[src/rtl/pipe_pkg.sv]
// Shared types and default bundle widths for the inter-stage pipeline registers.
package pipe_pkg;

    typedef enum logic [1:0] {
        EMPTY = 2'd0,
        ONE   = 2'd1,
        TWO   = 2'd2
    } pipe_state_e;

    localparam int OCC_W = 2;

    // Default widths for each inter-stage bundle
    localparam int IFID_CTRL_W  = 1;
    localparam int IFID_DATA_W  = 64;
    localparam int IDEX_CTRL_W  = 9;
    localparam int IDEX_DATA_W  = 128;
    localparam int EXMEM_CTRL_W = 3;
    localparam int EXMEM_DATA_W = 72;
    localparam int MEMWB_CTRL_W = 2;
    localparam int MEMWB_DATA_W = 68;

endpackage

[src/rtl/pipe_slot.sv]
// One valid+ctrl+data holding register. clear drops the valid bit but keeps the
// payload so an emptied stage still shows its last data.
module pipe_slot #(
    parameter int CTRL_W = 9,
    parameter int DATA_W = 128
) (
    input  logic              CLK,
    input  logic              RST,
    input  logic              load,
    input  logic              clear,
    input  logic [CTRL_W-1:0] d_ctrl,
    input  logic [DATA_W-1:0] d_data,
    output logic              q_valid,
    output logic [CTRL_W-1:0] q_ctrl,
    output logic [DATA_W-1:0] q_data
);

    always_ff @(posedge CLK or negedge RST) begin
        if (!RST) begin
            q_valid <= 1'b0;
            q_ctrl  <= '0;
            q_data  <= '0;
        end else if (clear) begin
            q_valid <= 1'b0;
        end else if (load) begin
            q_valid <= 1'b1;
            q_ctrl  <= d_ctrl;
            q_data  <= d_data;
        end
    end

endmodule

[src/rtl/pipe_stage_reg.sv]
// Pipeline stage register with valid/ready handshake and flush-to-bubble.
// Define PIPE_STAGE_SKID_EN for a two-entry skid buffer with registered in_ready.
module pipe_stage_reg
    import pipe_pkg::*;
#(
    parameter int DATA_W = IDEX_DATA_W,
    parameter int CTRL_W = IDEX_CTRL_W
) (
    input  logic              CLK,
    input  logic              RST,
    input  logic              flush,
    input  logic              in_valid,
    output logic              in_ready,
    input  logic [CTRL_W-1:0] in_ctrl,
    input  logic [DATA_W-1:0] in_data,
    output logic              out_valid,
    input  logic              out_ready,
    output logic [CTRL_W-1:0] out_ctrl,
    output logic [DATA_W-1:0] out_data,
    output logic [OCC_W-1:0]  occupancy
);

    pipe_state_e       state, state_n;
    logic              in_xfer, out_xfer;
    logic              m_load, m_clear, m_valid;
    logic [CTRL_W-1:0] m_ctrl, m_d_ctrl;
    logic [DATA_W-1:0] m_data, m_d_data;

`ifdef PIPE_STAGE_SKID_EN
    logic              s_load, s_clear, s_valid, m_from_s;
    logic [CTRL_W-1:0] s_ctrl;
    logic [DATA_W-1:0] s_data;

    // Ready depends only on the state register, breaking the out_ready->in_ready path
    assign in_ready  = (state != TWO);
    assign m_d_ctrl  = m_from_s ? s_ctrl : in_ctrl;
    assign m_d_data  = m_from_s ? s_data : in_data;
    assign occupancy = {1'b0, m_valid} + {1'b0, s_valid};

    pipe_slot #(.CTRL_W(CTRL_W), .DATA_W(DATA_W)) u_slot_s (
        .CLK     (CLK),
        .RST     (RST),
        .load    (s_load),
        .clear   (s_clear),
        .d_ctrl  (in_ctrl),
        .d_data  (in_data),
        .q_valid (s_valid),
        .q_ctrl  (s_ctrl),
        .q_data  (s_data)
    );
`else
    assign in_ready  = !m_valid | out_ready;
    assign m_d_ctrl  = in_ctrl;
    assign m_d_data  = in_data;
    assign occupancy = {1'b0, m_valid};
`endif

    assign in_xfer   = in_valid & in_ready & !flush;
    assign out_xfer  = m_valid & out_ready;
    assign out_valid = m_valid;
    assign out_ctrl  = m_valid ? m_ctrl : '0;
    assign out_data  = m_data;

    pipe_slot #(.CTRL_W(CTRL_W), .DATA_W(DATA_W)) u_slot_m (
        .CLK     (CLK),
        .RST     (RST),
        .load    (m_load),
        .clear   (m_clear),
        .d_ctrl  (m_d_ctrl),
        .d_data  (m_d_data),
        .q_valid (m_valid),
        .q_ctrl  (m_ctrl),
        .q_data  (m_data)
    );

    always_ff @(posedge CLK or negedge RST) begin
        if (!RST) state <= EMPTY;
        else      state <= state_n;
    end

    always_comb begin
        state_n = state;
        m_load  = 1'b0;
        m_clear = 1'b0;
`ifdef PIPE_STAGE_SKID_EN
        s_load   = 1'b0;
        s_clear  = 1'b0;
        m_from_s = 1'b0;
`endif
        if (flush) begin
            state_n = EMPTY;
            m_clear = 1'b1;
`ifdef PIPE_STAGE_SKID_EN
            s_clear = 1'b1;
`endif
        end else begin
            case (state)
                EMPTY: if (in_xfer) begin
                    m_load  = 1'b1;
                    state_n = ONE;
                end
                ONE: begin
                    if (in_xfer && out_xfer) begin
                        m_load = 1'b1;
                    end else if (in_xfer) begin
`ifdef PIPE_STAGE_SKID_EN
                        s_load  = 1'b1;
                        state_n = TWO;
`else
                        m_load  = 1'b1;
`endif
                    end else if (out_xfer) begin
                        m_clear = 1'b1;
                        state_n = EMPTY;
                    end
                end
                TWO: begin
`ifdef PIPE_STAGE_SKID_EN
                    if (out_xfer) begin
                        m_load   = 1'b1;
                        m_from_s = 1'b1;
                        s_clear  = 1'b1;
                        state_n  = ONE;
                    end
`else
                    state_n = EMPTY;
`endif
                end
                default: state_n = EMPTY;
            endcase
        end
    end

endmodule

[config.mk]
export PLATFORM = sky130hd
export DESIGN_NAME = pipe_stage_reg
export DESIGN_NICKNAME = d
export VERILOG_FILES = /design/src/rtl/pipe_pkg.sv /design/src/rtl/pipe_slot.sv /design/src/rtl/pipe_stage_reg.sv
export SDC_FILE = /design/constraint.sdc
export NUM_CORES = 1
export LEC_CHECK = 0
export ABC_AREA = 1
export BUFFER_PORTS_ARGS = -buffer_cell sky130_fd_sc_hd__buf_2
export CORE_ASPECT_RATIO = 2
export CORE_MARGIN = 10
export CORE_UTILIZATION = 35
export CTS_CLUSTER_SIZE = 30
export DETAILED_ROUTE_END_ITERATION = 10
export GPL_TIMING_DRIVEN = 0
export MAX_ROUTING_LAYER = met4
export PLACE_DENSITY = 0.72
export SYNTH_ARGS = -nofsm -noshare
export SYNTH_HDL_FRONTEND = slang
export SYNTH_SLANG_ARGS = --single-unit
[constraint.sdc]
create_clock -name CLK -period 1.14 [get_ports CLK]
set_clock_uncertainty 0.05 [all_clocks]
set_input_delay 0.057 -clock CLK [delete_from_list [all_inputs] [get_ports CLK]]
set_output_delay 0.057 -clock CLK [all_outputs]
set_load 0.01 [all_outputs]
==> summary.txt, run 1 <==
CTS
  – Longest Clk Path Bufs: 2
  – Clock sink total: approximately 140
  – CTS tree: built
  – Clock Latency Late Sink: about 0.42 ns
  – Clock transition at path regs: 0.06 ns
  – Htree depth: 4
  – Clock root cell: clkbuf_16
  – CTS Buf Count: 17

Logic synthesis
  – Post-Synthesis Cells: roughly 630
  – Warnings from Yosys: 0
  – Synth unique cells: 11
  – Mapped cell area: roughly 0.0056 mm^2
  – Sequential-to-total area share from yosys stat: 62.37%
  – Post-synthesis register bit count: between 100 and 150
  – Post-Syn Nets: 771
  – Syn avg cell area: 8.866 um^2

Detailed routing
  – Antenna Violating Nets Remaining: 0
  – Avg Vias per Cell: between 4 and 5
  – Wirelength per Cell: 20.44 um
  – Total length of routed wires: 26900 um
  – Via Count: 6560
  – DR iter-0 viols: 360
  – Iteration count of the initial detailed-routing pass: 4
  – # DRC: 0

Critical path
  – Worst path required time: 1.39 ns
  – Most frequent CP cell: clkbuf_16
  – Critical Path, Cell by Cell: nand2_4, nand2_8, clkbuf_16, clkbuf_16, nand2_2, nand2_1
  – Arrival time worst endpoint: 1.65 ns
  – CP Launch Type: register
  – Crit path max fanout: 7
  – Element type at the critical path end: register
  – Crit path kind: register to register
  – Max incr delay on CP: around 0.45 ns
  – Slowest CP cell: dfrtp_2

Final layout
  – Multi-input gate area: approximately 0.0025 mm^2
  – FF+latch area: 0.003481 mm^2
  – Finished Layout Cells: 1316
  – Ratio of cells with drive above 1 in the final layout: 50.50%
  – Final Cell Area: 0.01080 mm^2
  – Nets: around 1200
  – # fillers: 1048
  – Most frequent cells in the layout: buf_2, dlygate4sd3_1, nand3_1
  – Commonest non-fill, non-tap cell in the layout: buf_2
  – Syn-to-layout area delta: 93.61%

STA
  – Slew HR: 64.15%
  – Crit path time final: 1.404 ns
  – Setup TNS: -21.76 ns
  – RSZ-0062 raised after global routing: true
  – Final hold viol count: 0
  – Final period util: 123.1%
  – Slew Limit Fails: 0
  – Setup ws final: -0.2636 ns
  – Worst-Margin Slew: 0.5377 ns
  – Peak Freq: 712.4 MHz
  – # setup viols final: between 150 and 200
  – Worst hold slack: 0.09340 ns

Floorplanning
  – Die area: 0.02169 mm^2
  – Top Ports: between 200 and 300
  – Die W: 109.3 um
  – Die Span Y: approximately 200 um
  – Starting Density: 35.53%
  – Site row count: 65
  – Core box area: 0.01570 mm^2

Placed design
  – Inst Count DP: 1112
  – Port Buf Inserts: 281
  – GP Congestion: 0.8525
  – Post-DP HPWL: 15510 um
  – Area after DPL: 0.007303 mm^2

Run status
  – Status: complete, but fails checks
  – Failing checks: setup timing

Power and ir drop
  – Leak: 5.816 nW
  – Worst vdd ir: roughly 1100 uV
  – Power per cell area: 1524 mW/mm^2
  – Pwr Total: 16.45 mW

Global routing
  – Vias in the first global route: around 6500
  – Largest net degree at the start of global routing: 76
  – First-pass GRT wire length: between 30000 and 40000 um
  – Total Routing Usage GR: 21.50%
  – Initial antenna violation count: 7
  – Grt ovf: 0

Job
  – Number of max-cap violations: 0

Min path
  – Hold Path Class: primary input to register
power breakdown:
group / internal, mW / switching, mW
clock: 3.55 / 2.19
sequential: 5.72 / 0.696
combinational: 2.07 / 2.23
total: 11.3 / 5.11
final cells by class:
cell class / instances / area share, %
diodes: 8 / 0.1854
inverters: 12 / 0.4172
well taps: 201 / 2.329
plain buffers: 48 / 4.856
multi-input cells: 430 / 23.18
repair buffers: 446 / 31.20
flip-flops and latches: 139 / 32.24
clock buffers: 21 / 4.265
clock inverters: 11 / 1.333
through the flow:
stage               utilization, %  worst slack, ns
finish                       68.78          -0.2636
global placement             46.31           -2.092
global route                 68.77          -0.3130
CTS                          59.90          -0.2454
floorplan                        -         -0.01554
detailed placement           46.53          -0.2664
state kept, by name, summed over array words and instances, names as in the netlist:
register and flops:
u_slot_m.q_valid 1, state 1, u_slot_m.q_ctrl 9, u_slot_m.q_data 128
cell families (layout without fill, tap and decap cells):
family,count (synthesis),in the layout,share of synthesized area (%)
buf+inv,60,538,5.429
other cells,1,9,0.06725
simple gates,429,429,32.13
flops,139,139,62.37
synth_stat cells:
| master | instances | area share [%] |
|---|---|---|
| buf_2 | 38 | 3.4 |
| buf_4 | 6 | 0.81 |
| buf_6 | 1 | 0.20 |
| clkbuf_1 | 3 | 0.20 |
| conb_1 | 1 | 0.067 |
| dfrtp_1 | 139 | 62 |
| inv_1 | 12 | 0.81 |
| nand2_1 | 287 | 19 |
| nand2_2 | 2 | 0.22 |
| nand3_1 | 139 | 12 |
| nor2_2 | 1 | 0.11 |
per-layer routing:
metal	global-route usage (%)	up-vias	wire length, um
met3	4.344	122	1387
met4	13.52	0	1840
met2	36.48	329	14650
met5	-	-	0
li1	-	2941	-
met1	21.98	3168	9023
what timing repair did:
action                     in CTS  in global routing
resized for setup              26                296
hold buffers                  140                  0
pin swaps                       0                  8
gates cloned                    0                 14
setup endpoints to repair     147                225
setup buffers                   1                  9
hold endpoints to repair      203                  0
critical path, delay by kind of cell (launching register included):
family | cells | cell delay, ns
buf+inv | 2 | 0.38
simple gates | 4 | 0.40
flops | 1 | 0.45
worst paths after layout:
kind,start,end,slack (ns),cells past startpoint
worst max-delay path,u_slot_m.q_valid$_DFFE_PN0P_,u_slot_m.q_data[100]$_DFFE_PN0P_,-0.26,6
worst min register to register,u_slot_m.q_data[0]$_DFFE_PN0P_,u_slot_m.q_data[0]$_DFFE_PN0P_,0.42,2
min in group asynchronous,RST,u_slot_m.q_data[74]$_DFFE_PN0P_,0.13,2
worst max register to register,u_slot_m.q_valid$_DFFE_PN0P_,u_slot_m.q_data[100]$_DFFE_PN0P_,-0.26,6
worst min-delay path,flush,u_slot_m.q_data[110]$_DFFE_PN0P_,0.09,5
max in group asynchronous,RST,u_slot_m.q_data[15]$_DFFE_PN0P_,0.17,3
(Power assumes the default switching activity.)
==> run 2, diff against run 1 <==
--- a/config.mk
+++ b/config.mk
@@ -5,7 +5,7 @@
 export SDC_FILE = /design/constraint.sdc
 export NUM_CORES = 1
 export LEC_CHECK = 0
-export ABC_AREA = 1
+export ABC_AREA = 0
 export BUFFER_PORTS_ARGS = -buffer_cell sky130_fd_sc_hd__buf_2
 export CORE_ASPECT_RATIO = 2
 export CORE_MARGIN = 10
@@ -14,7 +14,7 @@
 export DETAILED_ROUTE_END_ITERATION = 10
 export GPL_TIMING_DRIVEN = 0
 export MAX_ROUTING_LAYER = met4
-export PLACE_DENSITY = 0.72
+export PLACE_DENSITY = 0.71
 export SYNTH_ARGS = -nofsm -noshare
 export SYNTH_HDL_FRONTEND = slang
 export SYNTH_SLANG_ARGS = --single-unit
==> summary.txt, run 2 <==
Placed design
  – Post-DP HPWL: 13110 um (-15%)
  – Area after DPL: 0.007640 mm^2 (+4.6%)
  – Post-Place Setup Slack: -0.4416 ns (-0.1751 ns)
  – GP Congestion: 0.8538 (+0.15%)
  – Port Buf Inserts: 281 (unchanged)

Detailed routing
  – Avg Vias per Cell: 4.448 (-11%)
  – Via Count: 4350 (-34%)
  – Iteration count of the initial detailed-routing pass: 6 (+2)
  – # DRC: 0 (unchanged)
  – Wirelength per Cell: 19.62 um (-4.0%)
  – Total length of routed wires: 19190 um (-29%)
  – Antenna Violating Nets Remaining: 0 (unchanged)
  – DR iter-0 viols: 100 (-72%)

STA
  – Setup TNS: -60.59 ns (-38.83 ns)
  – Setup ws final: -0.4369 ns (-0.1732 ns)
  – Final period util: 138.3% (+15 points)
  – Worst-Margin Slew: 0.5028 ns (-0.03488 ns)
  – RSZ-0062 raised after global routing: true
  – # setup viols final: 151 (-1.3%)
  – Slew HR: 66.48% (+2.3 points)
  – Final hold viol count: 2 (+2)
  – Peak Freq: 634.2 MHz (-11%)
  – Crit path time final: 1.577 ns (+0.1732 ns)
  – Slew Limit Fails: 0 (unchanged)
  – Worst hold slack: -0.2233 ns (-0.3167 ns)

Job
  – Number of max-cap violations: 0 (unchanged)

Global routing
  – First-pass GRT wire length: 29210 um (-16%)
  – Initial antenna violation count: 4 (-3)
  – Met2 Use GR: 29.09% (-7.4 points)
  – Largest net degree at the start of global routing: 76 (unchanged)
  – Met3 Use GR: 3.939% (-0.40 points)
  – Vias in the first global route: 5158 (-21%)
  – Total Routing Usage GR: 16.67% (-4.8 points)
  – Grt ovf: 0 (unchanged)
  – GR Util met1: 16.23% (-5.7 points)
  – Layer with the highest usage: met2

Power and ir drop
  – Psw: 4.137 mW (-19%)
  – Pwr Total: 15.72 mW (-4.4%)
  – Comb pwr share: 25.2% (-0.9 points)
  – Clock group share of total power: 34.6% (-0.3 points)
  – Leak: 4.834 nW (-17%)
  – Worst vdd ir: 781.6 uV (-28%)
  – Pint: 11.58 mW (+2.1%)
  – Power per cell area: 1622 mW/mm^2 (+6.4%)
  – Switching share of total power: 26.32% (-4.8 points)
  – Flop pwr share: 40.1% (+1.1 points)

Logic synthesis
  – Leading area contributor after synthesis: dfrtp_1
  – Post-synthesis adder-cell area fraction: 0% (unchanged)
  – Synth area leaders: dfrtp_1, mux2_4, buf_12
  – Yosys top cell area share: 58.56% (-3.8 points)
  – Largest family of logic cells by synthesized area: multiplexers
  – Top post-synthesis cells by count: dfrtp_1, mux2_4, buf_12, and2_1, mux2_2
  – Syn avg cell area: 19.04 um^2 (+110%)
  – Ys flop type: dfrtp_1
  – Post-Synth XOR/XNOR Area: 0% (unchanged)
  – EDFF count, synth: 0 (unchanged)
  – Sequential-to-total area share from yosys stat: 58.56% (-3.8 points)
  – Proportion of synthesized area in mux cells: 34.36% (+34 points)
  – Post-Synthesis Cells: 312 (-50%)
  – Fraction of the mapped netlist area in simple logic gates: 1.580% (-31 points)
  – Synth unique cells: 16 (+5)
  – Warnings from Yosys: 0 (unchanged)
  – Share of flip-flops with an asynchronous set or reset: 100.0% (unchanged)
  – Post-synthesis compound-gate area fraction: 0.2107% (+0.21 points)
  – Post-synthesis register bit count: 139 (unchanged)
  – Top-count cell post-synth: dfrtp_1
  – Post-Syn Nets: 454 (-41%)
  – Mapped cell area: 0.005939 mm^2 (+6.5%)

CTS
  – Clock transition at path regs: 0.06 ns (about the same)
  – CTS tree: built
  – Htree depth: 4 (unchanged)
  – Clock Latency Late Sink: 0.41 ns (about the same)
  – Clock root cell: clkbuf_16
  – CTS Hold Bufs: 138 (-1.4%)
  – CTS Buf Count: 17 (unchanged)
  – Longest Clk Path Bufs: 2 (unchanged)
  – Clock sink total: 139 (unchanged)

Final layout
  – Largest registers: u_slot_m.q_data x128, u_slot_m.q_ctrl x9
  – Largest Register: u_slot_m.q_data
  – Nets: 897 (-27%)
  – Largest register FFs: 128 (unchanged)
  – Final Cell Area: 0.009693 mm^2 (-10%)
  – Most frequent cells in the layout: buf_2, dlygate4sd3_1, dfrtp_1
  – Ratio of cells with drive above 1 in the final layout: 61.88% (+11 points)
  – Commonest non-fill, non-tap cell in the layout: buf_2
  – Syn-to-layout area delta: 63.20%

Critical path
  – Worst reg2reg path depth: 5 (-1)
  – Worst R2R End: u_slot_m.q_data[98]$_DFFE_PN0P_
  – Crit path max fanout: 10 (+3)
  – Element type at the critical path end: register
  – Crit path kind: register to register
  – Arrival time worst endpoint: 1.82 ns (+0.17 ns)
  – CP Launch Type: register
  – Flop2flop setup slack: -0.44 ns (-0.17 ns)
  – Worst r2r src: u_slot_m.q_valid$_DFFE_PN0P_
  – Worst path required time: 1.38 ns (about the same)

Min path
  – Hold Path Class: primary input to register
  – Hold path cells: 2 (-3)
  – Worst Hold Launch: flush
  – Hold Path End: state[0]$_DFFE_PN0P_

Floorplanning
  – Die W: 112.1 um (+2.6%)
  – Starting Density: 35.60% (+0.075 points)
  – Die area: 0.02290 mm^2 (+5.6%)
  – Site row count: 67 (+3.1%)
  – Top Ports: 283 (unchanged)
  – Core box area: 0.01668 mm^2 (+6.3%)
  – Die Span Y: 204.2 um (+2.9%)

Run status
  – Failing checks: hold timing, setup timing
  – Status: complete, but fails checks
[run 2: logic make-up (layout without fill, tap and decap cells)]
| kind of cell | count (synthesis) | count (layout) |
|---|---|---|
| AOI/OAI and AO/OA | 2 | 2 |
| other | 1 | 6 |
| and+or+nand+nor | 14 | 14 |
| buffers and inverters | 18 | 472 |
| DFF | 139 | 139 |
| muxes | 138 | 138 |
[run 2: layout make-up]
| cell class | instances | area (um^2) |
|---|---|---|
| plain buffers | 18 | 320.3 |
| flip-flops and latches | 139 | 3480 |
| clock inverters | 6 | 87.58 |
| well taps | 207 | 259.0 |
| fillers | 1237 | 6989 |
| repair buffers | 424 | 2880 |
| clock buffers | 24 | 491.7 |
| multi-input cells | 155 | 2162 |
| diodes | 5 | 12.51 |
[run 2: through the flow]
stage,instances,hold WS [ns],util [%]
2_1_floorplan,312,-0.2886,-
3_5_place_dp,801,0.04190,45.80
6_report,978,-0.2233,58.10
3_3_place_gp,800,0.1915,45.59
4_1_cts,972,-0.2459,57.83
5_1_grt,977,-0.2265,58.09
[run 2: power by group through the flow]
stage / Sequential (mW) / Combinational (mW) / Clock [mW]
global placement: 6.30 / 3.47 / 0
detailed placement: 6.34 / 3.54 / 0
finish: 6.31 / 3.97 / 5.44
floorplan: 6.69 / 1.58 / 0
global route: 6.40 / 4.20 / 5.75
CTS: 6.28 / 3.96 / 5.58
[run 2: worst max path at each step]
stage                                            end  slack (ns)                         start
CTS                  u_slot_m.q_data[43]$_DFFE_PN0P_       -0.44  u_slot_m.q_valid$_DFFE_PN0P_
global route        u_slot_m.q_data[124]$_DFFE_PN0P_       -0.47  u_slot_m.q_valid$_DFFE_PN0P_
floorplan             u_slot_m.q_ctrl[0]$_DFFE_PN0P_       -0.39  u_slot_m.q_valid$_DFFE_PN0P_
detailed placement   u_slot_m.q_data[49]$_DFFE_PN0P_       -0.44  u_slot_m.q_valid$_DFFE_PN0P_
finish               u_slot_m.q_data[98]$_DFFE_PN0P_       -0.44  u_slot_m.q_valid$_DFFE_PN0P_
global placement        u_slot_m.q_valid$_DFFE_PN0P_       -1.98                           RST
[run 2: critical path: stages, from the launching register on]
cell and delay, ns:
dfrtp_2 0.43, nand2b_4 0.08, and3b_4 0.22, buf_6 0.19
buf_12 0.17, mux2_4 0.31
[run 2: routing by layer]
metal | up-vias | share of wire, %
li1 | 1972 | -
met1 | 2150 | 35
met2 | 181 | 56
met3 | 47 | 4.3
met4 | 0 | 4.5
met5 | - | 0
[run 2: repair_timing]
action / in CTS / in global routing
pin swaps: 0 / 1
setup buffers: 3 / 1
cloned: 0 / 0
endpoints found under the setup margin: 148 / 226
endpoints found under the hold margin: 203 / 2
gates resized for setup: 6 / 6
